--- src/rtl/dmem_arbiter.sv ---
// rtl/dmem_arbiter.sv - two-requester data-memory arbiter with ready handshake and watchdog
// Optional performance counters are compiled in with `define DMEM_ARB_PERF_EN.
module dmem_arbiter #(
    parameter int ADDR_W      = 5,
    parameter int MAX_CPU_RUN = 4,
    parameter int TIMEOUT     = 255
) (
    input  logic              clk_i,
    input  logic              rst_i,
    input  logic              start_i,
    input  logic              cpu_req_i,
    input  logic              cpu_we_i,
    input  logic [31:0]       cpu_addr_i,
    input  logic [31:0]       cpu_wdata_i,
    output logic [31:0]       cpu_rdata_o,
    output logic              cpu_ack_o,
    output logic              cpu_stall_o,
    input  logic              dbg_req_i,
    input  logic              dbg_we_i,
    input  logic [31:0]       dbg_addr_i,
    input  logic [31:0]       dbg_wdata_i,
    output logic [31:0]       dbg_rdata_o,
    output logic              dbg_ack_o,
    output logic              err_o,
    output logic              mem_en_o,
    output logic              mem_we_o,
    output logic [ADDR_W-1:0] mem_addr_o,
    output logic [31:0]       mem_wdata_o,
`ifdef DMEM_ARB_PERF_EN
    output logic [31:0]       stall_cnt_o,
    output logic [31:0]       dbg_grant_cnt_o,
`endif
    input  logic [31:0]       mem_rdata_i,
    input  logic              mem_ready_i
);

    localparam int RUN_W = (MAX_CPU_RUN < 1) ? 1 : $clog2(MAX_CPU_RUN + 1);
    localparam int TMO_W = $clog2(TIMEOUT + 1) + 1;
    localparam logic [RUN_W-1:0] RUN_MAX = RUN_W'(MAX_CPU_RUN);
    localparam logic [TMO_W-1:0] TMO_MAX = TMO_W'(TIMEOUT);

    typedef enum logic [1:0] {
        S_IDLE = 2'd0,
        S_BUSY = 2'd1,
        S_RESP = 2'd2
    } state_t;

    state_t              state_q;
    logic                owner_dbg_q;
    logic                we_q;
    logic [ADDR_W-1:0]   addr_q;
    logic [31:0]         wdata_q;
    logic [RUN_W-1:0]    run_q;
    logic [TMO_W-1:0]    tmo_q;
    logic [31:0]         cpu_rdata_q;
    logic [31:0]         dbg_rdata_q;
    logic                mem_en_q;
    logic                cpu_ack_q;
    logic                dbg_ack_q;
    logic                err_q;

    logic                grant_d;
    logic                pick_dbg_d;
    logic [RUN_W-1:0]    run_d;
    logic                we_d;
    logic [ADDR_W-1:0]   addr_d;
    logic [31:0]         wdata_d;
    logic                tmo_hit;

    // The CPU wins ties until it has starved a waiting debug request RUN_MAX times.
    always_comb begin
        grant_d    = (state_q == S_IDLE) && start_i && (cpu_req_i || dbg_req_i);
        pick_dbg_d = dbg_req_i && (!cpu_req_i || (run_q == RUN_MAX));
        run_d      = '0;
        if (!pick_dbg_d && dbg_req_i) begin
            run_d = (run_q == RUN_MAX) ? run_q : run_q + 1'b1;
        end
        we_d    = pick_dbg_d ? dbg_we_i                   : cpu_we_i;
        addr_d  = pick_dbg_d ? dbg_addr_i[ADDR_W+1:2]     : cpu_addr_i[ADDR_W+1:2];
        wdata_d = pick_dbg_d ? dbg_wdata_i                : cpu_wdata_i;
    end

    // tmo_q is zero in the first BUSY cycle, so the watchdog fires after TIMEOUT+1 ready-less cycles.
    assign tmo_hit = (TIMEOUT != 0) && (tmo_q == TMO_MAX);

    always_ff @(posedge clk_i) begin
        if (rst_i) begin
            state_q     <= S_IDLE;
            owner_dbg_q <= 1'b0;
            we_q        <= 1'b0;
            addr_q      <= '0;
            wdata_q     <= '0;
            run_q       <= '0;
            tmo_q       <= '0;
            cpu_rdata_q <= '0;
            dbg_rdata_q <= '0;
            mem_en_q    <= 1'b0;
            cpu_ack_q   <= 1'b0;
            dbg_ack_q   <= 1'b0;
            err_q       <= 1'b0;
        end else begin
            cpu_ack_q <= 1'b0;
            dbg_ack_q <= 1'b0;
            err_q     <= 1'b0;
            case (state_q)
                S_IDLE: begin
                    if (grant_d) begin
                        owner_dbg_q <= pick_dbg_d;
                        we_q        <= we_d;
                        addr_q      <= addr_d;
                        wdata_q     <= wdata_d;
                        run_q       <= run_d;
                        tmo_q       <= '0;
                        mem_en_q    <= 1'b1;
                        state_q     <= S_BUSY;
                    end
                end
                S_BUSY: begin
                    if (mem_ready_i || tmo_hit) begin
                        if (mem_ready_i && !we_q) begin
                            if (owner_dbg_q) begin
                                dbg_rdata_q <= mem_rdata_i;
                            end else begin
                                cpu_rdata_q <= mem_rdata_i;
                            end
                        end
                        cpu_ack_q <= !owner_dbg_q;
                        dbg_ack_q <= owner_dbg_q;
                        err_q     <= !mem_ready_i;
                        mem_en_q  <= 1'b0;
                        state_q   <= S_RESP;
                    end else begin
                        tmo_q <= tmo_q + 1'b1;
                    end
                end
                S_RESP: begin
                    state_q <= S_IDLE;
                end
                default: begin
                    state_q <= S_IDLE;
                end
            endcase
        end
    end

    // Memory-side fields are zeroed outside the access window so the bus is quiet when idle.
    assign mem_en_o    = mem_en_q;
    assign mem_we_o    = mem_en_q & we_q;
    assign mem_addr_o  = mem_en_q ? addr_q  : '0;
    assign mem_wdata_o = mem_en_q ? wdata_q : '0;

    assign cpu_rdata_o = cpu_rdata_q;
    assign dbg_rdata_o = dbg_rdata_q;
    assign cpu_ack_o   = cpu_ack_q;
    assign dbg_ack_o   = dbg_ack_q;
    assign err_o       = err_q;
    assign cpu_stall_o = cpu_req_i & ~cpu_ack_q;

`ifdef DMEM_ARB_PERF_EN
    logic [31:0] stall_cnt_q;
    logic [31:0] dbg_grant_cnt_q;

    always_ff @(posedge clk_i) begin
        if (rst_i) begin
            stall_cnt_q     <= '0;
            dbg_grant_cnt_q <= '0;
        end else begin
            if (cpu_stall_o) begin
                stall_cnt_q <= stall_cnt_q + 32'd1;
            end
            if (grant_d && pick_dbg_d) begin
                dbg_grant_cnt_q <= dbg_grant_cnt_q + 32'd1;
            end
        end
    end

    assign stall_cnt_o     = stall_cnt_q;
    assign dbg_grant_cnt_o = dbg_grant_cnt_q;
`endif

    logic unused_addr_bits;
    assign unused_addr_bits = ^{cpu_addr_i[31:ADDR_W+2], cpu_addr_i[1:0],
                                dbg_addr_i[31:ADDR_W+2], dbg_addr_i[1:0]};

endmodule

--- config.mk ---
export PLATFORM = sky130hd
export DESIGN_NAME = dmem_arbiter
export DESIGN_NICKNAME = d
export VERILOG_FILES = /design/src/rtl/dmem_arbiter.sv
export SDC_FILE = /design/constraint.sdc
export NUM_CORES = 1
export LEC_CHECK = 0
export CORE_MARGIN = 10
export CORE_UTILIZATION = 43
export CTS_CLUSTER_SIZE = 10
export DETAILED_ROUTE_END_ITERATION = 12
export PLACE_DENSITY = 0.94
export SLEW_MARGIN = 20
export SYNTH_ARGS = -nofsm -noshare
export SYNTH_HDL_FRONTEND = slang
export SYNTH_SLANG_ARGS = --single-unit
export TNS_END_PERCENT = 10
--- constraint.sdc ---
create_clock -name clk_i -period 3.33 [get_ports clk_i]
set_input_delay 0.666 -clock clk_i [delete_from_list [all_inputs] [get_ports clk_i]]
set_output_delay 0.666 -clock clk_i [all_outputs]
set_load 0.05 [all_outputs]
==> impl_metrics.toml <==
[pwr]
p_per_area_nw_per_um2 = 484
p_leak_nw = 2.72
total_power_mw = 3.96
ir_worst_vdd_mv = 0.324

[synthesis]
synthCells = 662
avgSynthCellArea_um2 = 8.09
synth-xor-area-share_pct = 0.164
yosysTopAreaCell = "dfxtp_1"
synth.ff_latch_count = 121
synth_fa_ha_area_share_pct = 0.935
synth_mux_area_share_pct = 0
synth_simple_gate_area_share_pct = 18.9
yosysSeqAreaShare_pct = 45.3
yosysTopAreaCellShare_pct = 45.3
ys_warn_count = 0
synth_cell_types = 36
synth_area_um2 = 5350
synth.area.top_cells = "dfxtp_1, a21oi_1, o21ai_0"
synth_top_family_by_area = "compound AO/OA/AOI/OAI gates"
synth_fp_nets = 834
synth-compound-area-share_pct = 28.5

[critical_path]
criticalPathCategory = "reg -> out"
critical_path_cell_count = 3
critPathSlowestCell = "clkdlybuf4s50_1"
critPathLaunch = "mem_en_o"
crit_buf_inv = 2
rrSetupSlack_ns = 1.10
worstPathCellList = "buf_4 -> and2_1 -> clkdlybuf4s50_1"
crit_path_end = "mem_wdata_o[16]"
cp_max_fo = 39
critPathRequiredTime_ns = 2.66
r2r_end = "tmo_q[7]"
r2r_cells = 7
cpPeakStageDelay_ns = 0.85
start_kind = "flip-flop"
end_kind = "output pin"
cp.arrival_ns = 2.09
crit_family = "buffers and inverters"
worstReg2RegStart = "tmo_q[0]"

[cts]
clock_latency_ns = 0.41
clk_pin_slew_worst_paths_ns = 0.06
hold_buffers = 0
cts_setup_buffers = 0
cts_sinks = 121
ctsRootBufferMaster = "clkbuf_16"
cts_max_path_buffers = 2
cts_tree = "done"
cts-resized-gates = 0
cts_buffers = 17
cts_max_level = 4

[floorplan]
rows = 40
pin_count = 275
die_x_um = 132
design.core.area_um2 = 12100
dieArea_um2 = 17300
start_util_pct = 44.2
die_h_um = 132

[cells_and_area]
nNetsFinal = 1015
area_growth_pct = 53.0
diodes = 0
drive_above_1_share_pct = 7.24
fill_cells = 986

[grt]
grt_pass1_wl_um = 30200
grt_use_total_pct = 21.0
grt_pass1_vias = 5631
grt_max_degree = 67
antenna_found_initial = 0
gr-total-overflow = 0

[min_path]
hp-start = "cpu_rdata_o[18]"
holdPathStages = 2
hp-class = "reg -> reg"

[placed_design]
io_buffers = 220
finalWeightedCongestion = 0.837
post-dp-hpwl_um = 13100

[routing]
wl_per_cell_um = 18.8
routed_wl_um = 19200
drc = 0
drtAntennaViolNets = 0
viasPerCell = 5.71
firstDrtPassIters = 5
vias = 5848
drtIter0Drc = 553

[sta]
final_hold_viol_count = 0
finalSetupViolCount = 0
setup_tns_ns = 0
fin_crit_ns = 2.76
slew_viol_final = 0
fmax_mhz = 363
rsz0062_at_grt = "false"
fin_skew_ns = 0.00740
holdWs_ns = 0.473
period_share_pct = 82.8
slew_headroom_pct = 49.8
worst_slew_pin_slew_ns = 0.743

[status]
status = "finished clean"

[flow_run]
drv_cap = 0
[cells in the final DEF, fill, tap and decap left out, types with 3 or more instances in the layout]
| cell type | instances |
|---|---|
| clkdlybuf4s50_1 | 218 |
| nand2_1 | 3 |
| ha_1 | 4 |
| and2_1 | 38 |
| or3_1 | 4 |
| a311oi_1 | 38 |
| buf_4 | 21 |
| clkbuf_16 | 17 |
| nand3_1 | 107 |
| or4_1 | 3 |
| nor2_1 | 8 |
| o21ai_0 | 110 |
| clkinvlp_4 | 4 |
| nand4b_1 | 3 |
| nand4_1 | 4 |
| inv_1 | 7 |
| o31ai_1 | 3 |
| clkinv_2 | 5 |
| dfxtp_1 | 120 |
| a21oi_1 | 114 |
[state kept, by name, summed over array words and instances, names as in the netlist]
name         cells
run_q            3
tmo_q            9
wdata_q         32
state_q          2
err_o            1
dbg_ack_o        1
dbg_rdata_o     32
owner_dbg_q      1
mem_en_o         1
we_q             1
cpu_ack_o        1
addr_q           5
cpu_rdata_o     32
[cell usage after synthesis]
| master | number |
|---|---|
| a21bo_2 | 1 |
| ha_1 | 4 |
| or4b_4 | 1 |
| dfxtp_1 | 121 |
| buf_4 | 2 |
| a31oi_1 | 1 |
| nand4_1 | 4 |
| o41ai_1 | 1 |
| xnor2_1 | 1 |
| and2_1 | 38 |
| a21boi_0 | 1 |
| a311oi_1 | 38 |
| nor2b_1 | 2 |
| nand3_1 | 107 |
| nor3b_2 | 1 |
| and4bb_2 | 1 |
| o211ai_1 | 1 |
| or3_1 | 4 |
| nor4b_1 | 1 |
| a21o_1 | 1 |
| clkbuf_1 | 59 |
| nand4b_1 | 3 |
| or4_1 | 3 |
| nand2_1 | 3 |
| or3b_2 | 1 |
| o21ai_0 | 110 |
| a21oi_1 | 114 |
| nand4bb_1 | 1 |
| buf_2 | 6 |
| nor2_1 | 9 |
| o31ai_1 | 3 |
| or2_2 | 1 |
| buf_1 | 9 |
| buf_6 | 1 |
| inv_1 | 7 |
| nand2b_1 | 1 |
[per-layer routing]
metal	global-route usage, %	part of all wire, %	wire length, um	vias to the layer above
met2	35.7	51	9770	255
met3	5.72	6.8	1310	48
met1	23.4	39	7420	2753
li1	-	-	-	2792
met4	10.9	3.7	720	0
met5	0	0	0	-
[cells by family after synthesis]
logic type                 Yosys count
and+or+nand+nor                    181
xor gates and xnor gates             1
buffers and inverters               84
adders and majority gates            4
AOI/OAI and AO/OA                  271
DFF                                121
[tightest hold or removal path, cell delays in order (launching register included)]
cell	delay, ns
dfxtp_1	0.30
o21ai_0	0.06
a21oi_1	0.06
[area by class of cell]
cell class | count | area [um^2] | area share, %
clock buffer | 20 | 457 | 5.58
clock inverter | 12 | 124 | 1.51
inverter | 7 | 26.3 | 0.321
multi-input combinational | 457 | 2610 | 31.9
sequential | 121 | 2420 | 29.6
tap | 168 | 210 | 2.57
timing repair buffer | 239 | 2340 | 28.6
[worst min-delay path by stage]
| stage | end | slack, ns |
|---|---|---|
| finish | cpu_rdata_o[18] | 0.47 |
| CTS | cpu_rdata_o[23] | 0.47 |
| detailed placement | dbg_rdata_o[0] | 0.47 |
| floorplan | tmo_q[6] | 0.45 |
| global placement | dbg_rdata_o[24] | 0.46 |
| global route | dbg_rdata_o[0] | 0.49 |
[stage by stage]
step	utilization, %	instances	setup slack [ns]	cell area, um^2
final	67.6	1024	0.574	8190
after CTS	67.6	1024	0.561	8190
after detailed placement	62.8	992	0.696	7610
after global routing	67.6	1024	0.495	8190
after global placement	62.8	992	0.762	7610
after floorplan	-	662	1.11	5350
[power by group]
part | internal [mW] | leakage (nW) | switching, mW | total [mW]
Sequential | 1.51 | 0.985 | 0.0320 | 1.54
Combinational | 0.262 | 1.46 | 0.359 | 0.621
Clock | 1.13 | 0.278 | 0.665 | 1.80
Total | 2.91 | 2.72 | 1.06 | 3.96
Note: power is estimated with default switching activity, not from simulation.
==> variant, RTL diff (config.mk and constraints unchanged) <==
Encoding of `state_t`: now one-hot (3 bits for 3 states).
--- a/src/rtl/dmem_arbiter.sv
+++ b/src/rtl/dmem_arbiter.sv
@@ -39,10 +39,10 @@
     localparam logic [RUN_W-1:0] RUN_MAX = RUN_W'(MAX_CPU_RUN);
     localparam logic [TMO_W-1:0] TMO_MAX = TMO_W'(TIMEOUT);
 
-    typedef enum logic [1:0] {
-        S_IDLE = 2'd0,
-        S_BUSY = 2'd1,
-        S_RESP = 2'd2
+    typedef enum logic [2:0] {
+        S_IDLE = 3'b001,
+        S_BUSY = 3'b010,
+        S_RESP = 3'b100
     } state_t;
 
     state_t              state_q;
Formal check against the unedited RTL: same outputs for any inputs over 4 cycles, from zero or initial values and one cycle with rst_i high; so few cycles prove little.
==> variant against the original RTL <==
Synthesized cell count down 3.8%; die area down 6.2%; sequential cell count up 1; routed wire length down 14%; total power up 2.8%; worst setup slack worse by 0.11 ns; design area down 3.6%; synthesized area down 7.2%; cell count down 2.9%; utilization up 1.8 points; critical path type is now in2out; largest cell class is now flip-flops and latches; largest power group unchanged.
==> variant: results (changes against the original RTL) <==
stage	metric	value	unit	change
outcome	status	finished clean		
setup_path	slowest stage delay, CP	0.83	ns	-0.02 ns
setup_path	crit path max fanout	3		-92%
global_route	All-Layer GR Usage	19.8	%	-1.2 points
pwr	LEAKAGE	2.90	nW	+6.5%
finish	post-route non-filler standard cell count	994		-2.9%
worst_hold_path	WHS Endpoint	dbg_rdata_o[8]$_SDFFE_PP0P_		
setup_path	Arr. time, crit path	2.20	ns	+0.11 ns
pwr	Pint	0.00315	W	+8.3%
global_route	first-pass GRT wire length	25900	um	-14%
placement	GPL Wtd Cong	0.817		-2.4%
finish	# fillers	848		-14%
routing	Vias	5056		-14%
pwr	Seq pwr share	37.7	%	-1.2 points
finish	fin nets	1010		-0.49%
placement	placed cell area	7230	um2	-5.0%
pwr	clock share of power	50.9	%	+5.5 points
global_route	vias in the first global route	4979		-12%
logic_synthesis	synthesized area per cell	7.79	um2	-3.6%
finish	layout cell share with drive strength beyond 1	5.88	%	-1.4 points
timing	slew at the pin with the worst max-slew slack	0.657	ns	-0.0858 ns
routing	DR iter-0 viols	285		-48%
routing	routed wire length	16600	um	-14%
setup_path	R2R Path End	cpu_rdata_o[30]$_SDFFE_PP0P_		
logic_synthesis	sequential element share of the synthesized area	49.2	%	+3.9 points
global_route	largest net degree at the start of global routing	62		-7.5%
setup_path	CP startpoint	cpu_req_i		
logic_synthesis	largest cells by area after synthesis	dfxtp_1, a21oi_1, nand2_1, and2_1, o21ai_0		
## variant: kinds of logic after synthesis
group                      Yosys count  synth area share (%)
and+or+nand+nor                    258                  23.8
AOI/OAI and AO/OA                  188                  19.3
DFF                                122                  49.2
buffers and inverters               57                  5.32
xor gates and xnor gates             7                  1.23
adders and majority gates            4                  1.01
muxes                                1                 0.202
## variant: final cells by class
| cell class | instances | area, um2 | share of cell area [%] |
|---|---|---|---|
| flip-flops and latches | 122 | 2440 | 30.9 |
| repair buffers | 233 | 2310 | 29.2 |
| multi-input cells | 458 | 2280 | 28.8 |
| clock buffers | 20 | 447 | 5.66 |
| clock inverters | 12 | 220 | 2.79 |
| well taps | 143 | 179 | 2.27 |
| inverters | 6 | 22.5 | 0.285 |
## variant: layer usage
layer / vias up / global-route usage [%] / routed length, um
li1: 2533 / - / -
met4: 0 / 7.90 / 359
met5: - / 0 / 0
met2: 214 / 30.4 / 7510
met3: 25 / 11.4 / 2020
met1: 2284 / 22.0 / 6720
